$ cat config.mk
export PLATFORM = sky130hd
export DESIGN_NAME = mem_wb_stage
export DESIGN_NICKNAME = d
export VERILOG_FILES = /design/src/rtl/core_pkg.sv /design/src/rtl/load_align.sv /design/src/rtl/mem_wb_stage.sv
export SDC_FILE = /design/constraint.sdc
export NUM_CORES = 1
export LEC_CHECK = 0
export CAP_MARGIN = 20
export CORE_ASPECT_RATIO = 1.4
export CORE_MARGIN = 3
export CORE_UTILIZATION = 35
export DETAILED_ROUTE_END_ITERATION = 10
export RECOVER_POWER = 100
export SYNTH_ARGS = -nofsm -noshare
export SYNTH_HDL_FRONTEND = slang
export SYNTH_HIERARCHICAL = 1
export SYNTH_SLANG_ARGS = --single-unit
$ cat constraint.sdc
create_clock -name clk -period 6.7 [get_ports clk]
set_input_delay 1.34 -clock clk [delete_from_list [all_inputs] [get_ports clk]]
set_output_delay 1.34 -clock clk [all_outputs]
set_load 0.01 [all_outputs]
$ cat src/rtl/core_pkg.sv
// Shared core types: writeback source select, load funct3 codes and the MEM/WB pipeline record.
package core_pkg;

  localparam int XLEN_C = 32;

  typedef enum logic [1:0] {
    RES_ALU  = 2'd0,
    RES_LOAD = 2'd1,
    RES_PC4  = 2'd2
  } res_sel_e;

  localparam logic [2:0] F3_LB  = 3'b000;
  localparam logic [2:0] F3_LH  = 3'b001;
  localparam logic [2:0] F3_LW  = 3'b010;
  localparam logic [2:0] F3_LBU = 3'b100;
  localparam logic [2:0] F3_LHU = 3'b101;

  typedef struct packed {
    logic              valid;
    logic [4:0]        rd;
    logic              rd_we;
    res_sel_e          res_sel;
    logic [2:0]        funct3;
    logic [XLEN_C-1:0] alu_res;
    logic [XLEN_C-1:0] pc4;
    logic [XLEN_C-1:0] ld_word;
  } mem_wb_t;

endpackage

$ cat src/rtl/load_align.sv
// Combinational load data alignment: picks the addressed byte/half of a word and extends it.
import core_pkg::*;

module load_align (
  input  logic [31:0] ld_word,
  input  logic [1:0]  off,
  input  logic [2:0]  funct3,
  output logic [31:0] ld_val
);

  logic [7:0]  byte_s;
  logic [15:0] half_s;

  // Lane select and extension; off[0] is ignored for halfwords since misalignment traps upstream
  always_comb begin
    byte_s = ld_word[{off, 3'b000} +: 8];
    half_s = ld_word[{off[1], 4'b0000} +: 16];
    ld_val = ld_word;
    case (funct3)
      F3_LB:   ld_val = {{24{byte_s[7]}}, byte_s};
      F3_LBU:  ld_val = {24'd0, byte_s};
      F3_LH:   ld_val = {{16{half_s[15]}}, half_s};
      F3_LHU:  ld_val = {16'd0, half_s};
      F3_LW:   ld_val = ld_word;
      default: ld_val = ld_word;
    endcase
  end

endmodule

$ cat src/rtl/mem_wb_stage.sv
// MEM/WB pipeline register and writeback: drives the register file write port and forwarding.
// Optional retired-instruction counter enabled by defining WB_RETIRE_CNT_EN.
import core_pkg::*;

module mem_wb_stage #(
  parameter int XLEN = 32
) (
  input  logic            clk,
  input  logic            rst,
  input  logic            mem_valid,
  input  logic [4:0]      mem_rd,
  input  logic            mem_rd_we,
  input  logic [1:0]      mem_res_sel,
  input  logic [2:0]      mem_funct3,
  input  logic [XLEN-1:0] mem_alu_res,
  input  logic [XLEN-1:0] mem_pc4,
  input  logic [XLEN-1:0] mem_ld_word,
  input  logic            wb_stall,
  input  logic            wb_flush,
  output logic            wb_valid,
  output logic [4:0]      wb_ad3,
  output logic [XLEN-1:0] wb_wd3,
  output logic            wb_we3,
  output logic [4:0]      wb_fwd_rd,
  output logic [XLEN-1:0] wb_fwd_val,
  output logic            wb_fwd_en
`ifdef WB_RETIRE_CNT_EN
  ,
  output logic [63:0]     retire_cnt
`endif
);

  mem_wb_t         mem_s;
  mem_wb_t         stage_r;
  logic [XLEN-1:0] ld_val_s;
  logic [XLEN-1:0] wd3_s;
  logic            we3_s;

  // Gather the memory-stage inputs into one pipeline record
  always_comb begin
    mem_s         = '0;
    mem_s.valid   = mem_valid;
    mem_s.rd      = mem_rd;
    mem_s.rd_we   = mem_rd_we;
    mem_s.res_sel = res_sel_e'(mem_res_sel);
    mem_s.funct3  = mem_funct3;
    mem_s.alu_res = mem_alu_res;
    mem_s.pc4     = mem_pc4;
    mem_s.ld_word = mem_ld_word;
  end

  // Pipeline register: reset, then flush (bubble), then stall (hold), then load
  always_ff @(posedge clk) begin
    if (rst) begin
      stage_r <= '0;
    end else if (wb_flush) begin
      stage_r <= '0;
    end else if (wb_stall) begin
      stage_r <= stage_r;
    end else begin
      stage_r <= mem_s;
    end
  end

  load_align u_load_align (
    .ld_word (stage_r.ld_word),
    .off     (stage_r.alu_res[1:0]),
    .funct3  (stage_r.funct3),
    .ld_val  (ld_val_s)
  );

  // Writeback source mux; the reserved encoding falls back to the ALU result
  always_comb begin
    wd3_s = stage_r.alu_res;
    case (stage_r.res_sel)
      RES_ALU:  wd3_s = stage_r.alu_res;
      RES_LOAD: wd3_s = ld_val_s;
      RES_PC4:  wd3_s = stage_r.pc4;
      default:  wd3_s = stage_r.alu_res;
    endcase
  end

  // x0 writes are dropped here so the register file needs no special case
  assign we3_s = stage_r.valid & stage_r.rd_we & (stage_r.rd != 5'd0);

  assign wb_valid   = stage_r.valid;
  assign wb_ad3     = stage_r.rd;
  assign wb_wd3     = wd3_s;
  assign wb_we3     = we3_s;
  assign wb_fwd_rd  = stage_r.rd;
  assign wb_fwd_val = wd3_s;
  assign wb_fwd_en  = we3_s;

`ifdef WB_RETIRE_CNT_EN
  // Count each instruction once, on the edge where it leaves WB
  always_ff @(posedge clk) begin
    if (rst) begin
      retire_cnt <= 64'd0;
    end else if (stage_r.valid && !wb_stall) begin
      retire_cnt <= retire_cnt + 64'd1;
    end else begin
      retire_cnt <= retire_cnt;
    end
  end
`endif

endmodule

==> impl_metrics.py, run 1 <==
metrics = {
    "clock_tree": {
        "cts_buffers": 9,
        "cts_tree": "built",
        "post_cts_resized": 0,
        "cts_root_buf": "clkbuf_16",
        "htreeDepth": 3,
        "cts.clk_slew.worst_paths_ps": 70,
        "cts_hold_buf": 0,
        "cts_sinks": 108,
        "cts_setup_buffers": 0,
        "cts_max_path_buffers": 2,
        "clock_latency_ps": 330,
    },
    "final_layout": {
        "drive_gt1_share_pct": 4.35,
        "synthToLayoutAreaGrowth_pct": 35.1,
        "final_common_cell": "nor2_1",
        "layout.cells.non_filler": 928,
        "layout_common_cells": "nor2_1, mux2i_1, clkdlybuf4s50_1",
        "utilization_pct": 48.4,
        "diodes": 0,
        "nets": 846,
    },
    "synthesis": {
        "synth_flop_cell": "dfxtp_1",
        "synth_edf_count": 0,
        "yosys-top-cells-area": "dfxtp_1, mux2i_1, nor2_1",
        "netlist_instances": 616,
        "avgSynthCellArea_um2": 8.75,
        "synth_top_area_share_pct": 40.1,
        "synth_largest_area_cell": "dfxtp_1",
        "async_flop_share_pct": 0,
        "synth.cell_area_um2": 5390,
        "ys_ff_latch": 108,
        "yosysWarnings": 6,
        "synth-seq-area-share_pct": 40.1,
        "synth_nets": 730,
        "synthDistinctLibCells": 31,
    },
    "worst_setup_path": {
        "path_cells": "clkbuf_1 > nand2b_1 > nor2_1 > o21bai_4 > nand2_1 > a22oi_1 > o21ai_0 > dlygate4sd3_1",
        "rr_worst_depth": 2,
        "timing.rr.start": "stage_r[65]",
        "critPathSlowestCell": "clkbuf_1",
        "crit_arrival_ps": 3910,
        "cp-end-kind": "primary output",
        "critPathLaunchType": "flop",
        "path_max_fanout": 32,
        "max_stage_delay_ps": 980,
        "r2r_end": "stage_r[65]",
        "path_class": "reg2out",
        "worstPathRequired_ps": 5360,
        "reg2reg_slack_ps": 5630,
    },
    "placed_design": {
        "dp_cells": 912,
        "hpwl_um": 11300,
        "port_buffers": 188,
        "place_congestion": 0.847,
    },
    "drt": {
        "firstDrtPassIters": 6,
        "drc": 0,
        "drt_iter0_markers": 321,
        "vias": 4581,
        "wire_per_inst_um": 16.7,
        "postRouteAntennaNets": 0,
        "routed_wl_um": 15500,
        "vias_per_cell": 4.94,
    },
    "timing": {
        "min_period_ps": 5250,
        "period_share_pct": 78.4,
        "drv_slew": 58,
        "finalSetupViolations": 0,
        "slew_headroom_pct": -74.4,
        "hold_violations": 0,
        "rsz0062_at_grt": "no",
        "skew_ps": 0,
        "fmax_mhz": 190,
        "tightest_slew_ps": 2620,
        "fin_tns_setup_ps": 0,
    },
    "min_path": {
        "hold_start": "stage_r[6]",
        "hold_depth": 2,
        "hold_path.class": "reg2reg",
        "min_to": "stage_r[6]",
    },
    "status": {
        "status": "complete, but fails checks",
        "violations": "capacitance limit, slew limit",
    },
    "power_and_ir_drop": {
        "totalPowerFinal_uw": 1430,
        "p_leak_uw": 0.00312,
        "cellPowerDensity_nw_per_um2": 197,
        "peakVddDrop_mv": 0.173,
    },
    "floorplan": {
        "core-area_um2": 15100,
        "pin_count": 189,
        "std_cell_rows": 53,
        "dieWidth_um": 111,
        "start_util_pct": 35.8,
        "die_area_um2": 16900,
        "die_y_um": 153,
    },
    "global_route": {
        "gr-total-overflow": 0,
        "grt_pass1_vias": 4435,
        "grt_max_degree": 109,
        "antenna_found_initial": 0,
        "grt_util_all_layers_pct": 17.8,
        "grt_pass1_wl_um": 24400,
    },
    "flow_run": {
        "max_cap_viol_count": 1,
    },
}
area by class of cell:
class                           instances  area [um^2]
Clock buffer                           10          239
Clock inverter                          5         60.1
Inverter                                3         11.3
Tap cell                              192          240
Timing Repair Buffer                  193         1930
Fill cell                            1449         7770
Sequential cell                       108         2160
Multi-Input combinational cell        417         2640
per-stage QoR:
step | hold WS (ps) | instance area, um^2 | setup WS, ps
2_1_floorplan | 463 | 5390 | 3370
3_3_place_gp | 475 | 6970 | 2570
3_5_place_dp | 484 | 6970 | 2560
4_1_cts | 502 | 7270 | 2180
5_1_grt | 528 | 7280 | 1120
6_report | 495 | 7280 | 1450
sequential cells by signal, summed over array words and instances (netlist names):
signal	count
wb_valid	1
wb_ad3	5
stage_r	102
cell families (layout without fill, tap and decap cells):
| kind of cell | after synthesis | in the layout | synth area share, % |
|---|---|---|---|
| AO/OA/AOI/OAI | 94 | 94 | 11.2 |
| buffers and inverters | 91 | 211 | 10.9 |
| AND/OR/NAND/NOR | 203 | 203 | 15.0 |
| flip-flops | 108 | 108 | 40.1 |
| multiplexers | 118 | 118 | 22.3 |
| adder cells (fa/ha/maj) | 2 | 2 | 0.464 |
per-layer routing:
layer  GRT usage (%)  share of wire (%)
met3            2.82                4.4
met5               0                  0
met2            31.2                 52
met1            22.8                 42
met4            4.46                1.2
synth_stat cells, types with 2 or more instances:
| master | number |
|---|---|
| nand2_2 | 2 |
| buf_6 | 8 |
| a22oi_1 | 40 |
| o21ai_0 | 41 |
| o211ai_1 | 2 |
| ha_1 | 2 |
| buf_2 | 17 |
| nor2b_1 | 4 |
| mux2i_1 | 112 |
| mux2_2 | 5 |
| buf_4 | 44 |
| inv_1 | 3 |
| clkbuf_1 | 19 |
| nand2_1 | 76 |
| nor2_1 | 113 |
| a21oi_1 | 6 |
| dfxtp_1 | 108 |
worst max-delay path: cells and delay by family (launching register included):
kind,cells,cell delay (ps)
AO/OA/AOI/OAI,3,750
buffers and inverters,2,1660
flip-flops,1,630
AND/OR/NAND/NOR,3,520
power by group:
part | total (uW) | internal (uW) | switching, uW
combinational | 217 | 122 | 94.2
sequential | 680 | 663 | 16.9
clock | 538 | 300 | 237
total | 1430 | 1090 | 348
worst max path at each step:
stage               slack, ps        endpoint         from
floorplan                3370      wb_wd3[22]  stage_r[64]
global placement         2570  wb_fwd_val[27]  stage_r[97]
detailed placement       2560  wb_fwd_val[22]  stage_r[65]
CTS                      2180  wb_fwd_val[22]  stage_r[65]
global route             1120  wb_fwd_val[22]  stage_r[97]
finish                   1450  wb_fwd_val[22]  stage_r[97]
No activity file was read; power rests on OpenSTA's default activity.
==> run 2, diff against run 1 <==
==> constraint.sdc (replaced) <==
create_clock -name clk -period 4.87 [get_ports clk]
set_input_delay 0.974 -clock clk [delete_from_list [all_inputs] [get_ports clk]]
set_output_delay 0.974 -clock clk [all_outputs]
set_load 0.01 [all_outputs]
==> run 2 against run 1 <==
The run still ends with capacitance limit, slew limit left. Core utilization decreased by 0.12 points. Clock power is 34% higher. Cell area shrank 0.24%. Clock-buffer cell count stayed put. Clock skew unchanged. Die area is the same. Setup slack worse by 920 ps. Sequential cell count is the same. Wire length shrank 1.2%. Register-to-register slack worse by 1900 ps.
==> impl_metrics.py, run 2 (same netlist as run 1, synthesis figures left out) <==
metrics = {
    "timing": {
        "slew_headroom_pct": -99.1,
        "min_period_ps": 4340,
        "fin_ws_ps": 531,
        "rsz0062_at_grt": "no",
        "tightest_slew_ps": 2990,
        "skew_ps": 0,
        "fmax_mhz": 230,
        "hold_violations": 0,
        "drv_slew": 87,
        "finalSetupViolations": 0,
        "fin_tns_setup_ps": 0,
        "period_share_pct": 89.1,
    },
    "final_layout": {
        "nets": 846,
        "final_common_cell": "clkdlybuf4s50_1",
        "drive_gt1_share_pct": 4.48,
        "diodes": 0,
        "synthToLayoutAreaGrowth_pct": 34.8,
        "largest_reg_flops": 102,
        "largest-register": "stage_r",
        "layout_common_cells": "clkdlybuf4s50_1, nor2_1, mux2i_1",
    },
    "worst_setup_path": {
        "crit_family": "compound AO/OA/AOI/OAI gates",
        "cp-end-kind": "primary output",
        "worstPathRequired_ps": 3900,
        "critical_path_buf_inv_count": 1,
        "path_cells": "mux4_2 > nor3b_4 > o21bai_2 > nand2_2 > a22oi_1 > o21ai_0 > dlygate4sd3_1",
        "critPathLaunchType": "flop",
        "path_max_fanout": 16,
        "crit_arrival_ps": 3370,
        "path_class": "reg2out",
        "critPathSlowestCell": "dfxtp_1",
        "max_stage_delay_ps": 700,
    },
    "floorplan": {
        "start_util_pct": 35.8,
        "std_cell_rows": 53,
        "core-area_um2": 15100,
        "dieWidth_um": 111,
        "die_y_um": 153,
        "die_area_um2": 16900,
        "pin_count": 189,
    },
    "global_route": {
        "grt_pass1_wl_um": 24300,
        "antenna_found_initial": 0,
        "grt_util_all_layers_pct": 17.6,
        "grt_max_degree": 87,
        "gr-total-overflow": 0,
        "grt_pass1_vias": 4502,
    },
    "clock_tree": {
        "htreeDepth": 3,
        "cts_max_path_buffers": 2,
        "cts_setup_buffers": 0,
        "cts_root_buf": "clkbuf_16",
        "cts_sinks": 108,
        "cts_hold_buf": 0,
        "cts_tree": "built",
        "cts.clk_slew.worst_paths_ps": 70,
        "post_cts_resized": 0,
        "cts_buffers": 9,
        "clock_latency_ps": 330,
    },
    "placed_design": {
        "hpwl_um": 11400,
        "dpl_worst_slack_ps": 1140,
        "port_buffers": 188,
        "place_congestion": 0.898,
    },
    "power_and_ir_drop": {
        "p_int_uw": 1480,
        "peakVddDrop_mv": 0.154,
        "p_leak_uw": 0.00306,
        "combinationalPowerShare_pct": 15.3,
        "power_frac_seq_pct": 47.9,
        "pwr-share-clk_pct": 36.8,
        "p_sw_share_pct": 24.1,
        "switching_power_uw": 471,
        "cellPowerDensity_nw_per_um2": 269,
    },
    "drt": {
        "routed_wl_um": 15300,
        "wire_per_inst_um": 16.5,
        "drt_iter0_markers": 401,
        "firstDrtPassIters": 5,
        "vias_per_cell": 4.97,
        "postRouteAntennaNets": 0,
        "drc": 0,
        "vias": 4618,
    },
    "status": {
        "violations": "capacitance limit, slew limit",
        "status": "complete, but fails checks",
    },
    "min_path": {
        "hold_path.class": "reg2reg",
    },
    "flow_run": {
        "max_cap_viol_count": 1,
    },
}
[run 2: changes by cell type in the layout (fill, tap and decap cells not counted), sizes merged]
cell and change:
clkdlybuf4s50 +17, clkbuf -2, buf +2, dlygate4sd3 -17
clkinv +3, inv -2
[run 2: final timing paths]
check	from	to	slack [ps]	depth (start not counted)
min	stage_r[39]	stage_r[39]	500	2
min reg2reg	stage_r[39]	stage_r[39]	500	2
max	stage_r[65]	wb_fwd_val[16]	530	7
max reg2reg	stage_r[97]	stage_r[97]	3780	2
[run 2: layout make-up]
type	count	area, um^2
multi-input cells	417	2630
flip-flops and latches	108	2160
fillers	1465	7790
well taps	192	240
repair buffers	193	1920
inverters	3	11.3
clock buffers	10	229
clock inverters	6	65.1
[run 2: through the flow]
stage | instance area (um^2) | power (uW) | instances | util (%) | hold WS [ps]
floorplan | 5390 | 1120 | 616 | - | 463
global placement | 6980 | 1260 | 913 | 46.3 | 475
detailed placement | 6980 | 1260 | 913 | 46.3 | 484
CTS | 7270 | 1990 | 929 | 48.3 | 501
global route | 7260 | 2040 | 929 | 48.2 | 519
finish | 7260 | 1950 | 929 | 48.2 | 499
[run 2: worst min-delay path, cell delays in order (launching register included)]
cell and delay, ps:
dfxtp_1 330, mux2i_1 70, nor2_1 70
[run 2: layer usage]
layer | vias up | routed length, um | global-route usage (%)
met5 | - | 0 | 0
met4 | 0 | 274 | 5.05
met3 | 16 | 812 | 3.34
met2 | 148 | 8000 | 31.4
met1 | 2170 | 6240 | 21.4
li1 | 2284 | - | -
[run 2: power by group through the flow]
stage	clock network [uW]	logic, uW	registers [uW]
floorplan	0	172	946
global placement	0	303	955
detailed placement	0	306	956
CTS	746	308	936
global route	781	324	939
finish	719	298	936
==> RTL edit: new RTL, flow settings as in run 2 <==
The option `WB_RETIRE_CNT_EN` is turned on by a define.
--- a/src/rtl/mem_wb_stage.sv
+++ b/src/rtl/mem_wb_stage.sv
@@ -1,4 +1,6 @@
 // MEM/WB pipeline register and writeback: drives the register file write port and forwarding.
 // Optional retired-instruction counter enabled by defining WB_RETIRE_CNT_EN.
+`define WB_RETIRE_CNT_EN
+
 import core_pkg::*;
 
Behaviour (old outputs only; new: retire_cnt): unchanged (Yosys induction, for registers that start in step).
==> RTL edit against run 2 <==
- the run still ends with capacitance limit, slew limit left
- routed wire length increased by 73%
- total power increased by 57%
- design area increased by 57%
- sequential cell count increased by 64
- count of clock-buffer cells in the layout increased by 9
- synthesized cell count increased by 60%
- synthesized area increased by 57%
- setup slack got worse by 0.19 ns
- largest power group unchanged
==> RTL edit: results (changes against run 2) <==
** Routing
- The first-pass iteration count of the detailed router came to 7 (+2).
- The total wire length after detailed routing came to 26.5 mm (+73%).
- The initial DRC count was 474 (+18%).
- The average via count per standard cell came to 5.11 (+2.7%).

** Min path
- Worst Hold Path Cells :: 2 (unchanged)
- Critical hold path startpoint :: retire_cnt[44]
- For hold timing, the worst endpoint is retire_cnt[44].

** Global routing
- Global routing usage summed across all routing layers :: 0.200 (+0.0243)
- Pin count of the biggest net entering global routing :: 68 (-22%)
- The first-pass GRT wire length was 40.7 mm (+68%).

** Layout
- The number of inserted filler cells in the final layout came to 2357 (+61%).
- The fraction of final layout cells sized beyond drive strength 1 was 0.0568 (+0.0121).

** Timing
- Slew of the pin with the lowest slew margin :: 1.98 ns (-1.01 ns)
- Clock Skew :: 0.0113 ns (+0.0113 ns)
- The max-slew violation count is 115 (+32%).

** CTS
- Number of gates resized after cts :: 0 (unchanged)
- Insertion delay of the later-clocked pin in the worst-skew pair :: 0.42 ns (+0.09 ns)
- The number of buffers inserted during clock tree synthesis was 17 (+8).
- Clock tree root buffer cell :: sky130_fd_sc_hd__clkbuf_16
- CTS H-tree lvls :: 4 (+1)

** Worst setup path
- Following the worst setup path forward leads to its endpoint at wb_fwd_val[23].
- Length in cells of the worst reg-to-reg path :: 6 (+4)
- Crit Reg-Reg Endpoint :: retire_cnt[47]
- Launching element of the worst setup path :: stage_r[65]
- Launch instance of the worst register-to-register path :: wb_valid
- Crit path arrival time :: 3.56 ns (+0.19 ns)

** Yosys
- The net count after synthesis was 1102 (+51%).
- Fraction of the yosys area taken by sequential cells :: 0.408 (+0.00634)
- Cell types occupying the most area after synthesis :: sky130_fd_sc_hd__dfxtp_1 41%, sky130_fd_sc_hd__mux2i_1 13%, sky130_fd_sc_hd__nor2_1 7.3%
- The number of distinct library cell variants in the gate-level netlist after synthesis is 47 (+52%).
- Most used standard cells in the synthesized netlist :: 172 x sky130_fd_sc_hd__dfxtp_1, 165 x sky130_fd_sc_hd__nor2_1, 113 x sky130_fd_sc_hd__mux2i_1, 101 x sky130_fd_sc_hd__nand2_1, 58 x sky130_fd_sc_hd__o21ai_0

** Placed design
- Half-perimeter wire length after placement :: 19.9 mm (+75%)
- Gpl congestion :: 0.913 (+1.7%)
- I/O Buffers :: 252 (+34%)

** Pwr
- The static leakage power came to 0.00462 uW (+51%).
- The maximum vdd ir drop came to 0.000233 V (+51%).

** Outcome
- Failing checks :: capacitance limit, slew limit
- Status :: complete, but fails checks

** Run
- The number of violations of the max-capacitance limit is 2 (+1).
-- RTL edit: logic make-up (layout without fill, tap and decap cells) --
kind of cell    after synthesis  in the layout  synth area share
compound gates              130            130            0.0932
xor+xnor                     42             42            0.0435
fa+ha+maj                     3              3           0.00444
buf+inv                     115            307            0.0729
flops                       172            172             0.408
mux                         122            122             0.147
simple gates                403            403             0.231
-- RTL edit: area by class of cell --
type | instances | area [sq um] | share of cell area
Multi-Input combinational cell | 700 | 4370 | 0.384
Sequential cell | 172 | 3440 | 0.302
Timing Repair Buffer | 261 | 2580 | 0.227
Clock buffer | 19 | 443 | 0.0389
Tap cell | 306 | 383 | 0.0336
Clock inverter | 12 | 106 | 0.00934
Inverter | 15 | 56.3 | 0.00494
-- RTL edit: per-layer routing --
| metal | vias up | GRT usage | wire, microns |
|---|---|---|---|
| li1 | 3738 | - | - |
| met1 | 3536 | 0.254 | 11100 |
| met2 | 263 | 0.337 | 13200 |
| met3 | 43 | 0.0384 | 1480 |
| met4 | 2 | 0.0687 | 773 |
| met5 | - | 0 | 13 |
-- RTL edit: per-stage QoR --
step	hold WS (ns)	total power, uW	setup WS (ns)	instances
6_report	0.494	3060	0.338	1485
2_1_floorplan	0.463	1660	1.90	987
5_1_grt	0.520	3200	0.175	1485
3_3_place_gp	0.475	1820	1.12	1454
3_5_place_dp	0.487	1820	1.10	1454
4_1_cts	0.498	3110	0.611	1485
-- RTL edit: power breakdown --
part	switching [uW]	total, uW	leakage (uW)	internal (uW)
clock network	601	1280	0.000267	679
registers	27.6	1460	0.00140	1440
logic	144	320	0.00296	177
-- RTL edit: critical path: cells and delay by family (launching register included) --
family / cells / cell delay, ns
AOI/OAI and AO/OA: 3 / 1.03
DFF: 1 / 0.69
buffers and inverters: 1 / 0.65
muxes: 1 / 0.46
and+or+nand+nor: 2 / 0.31
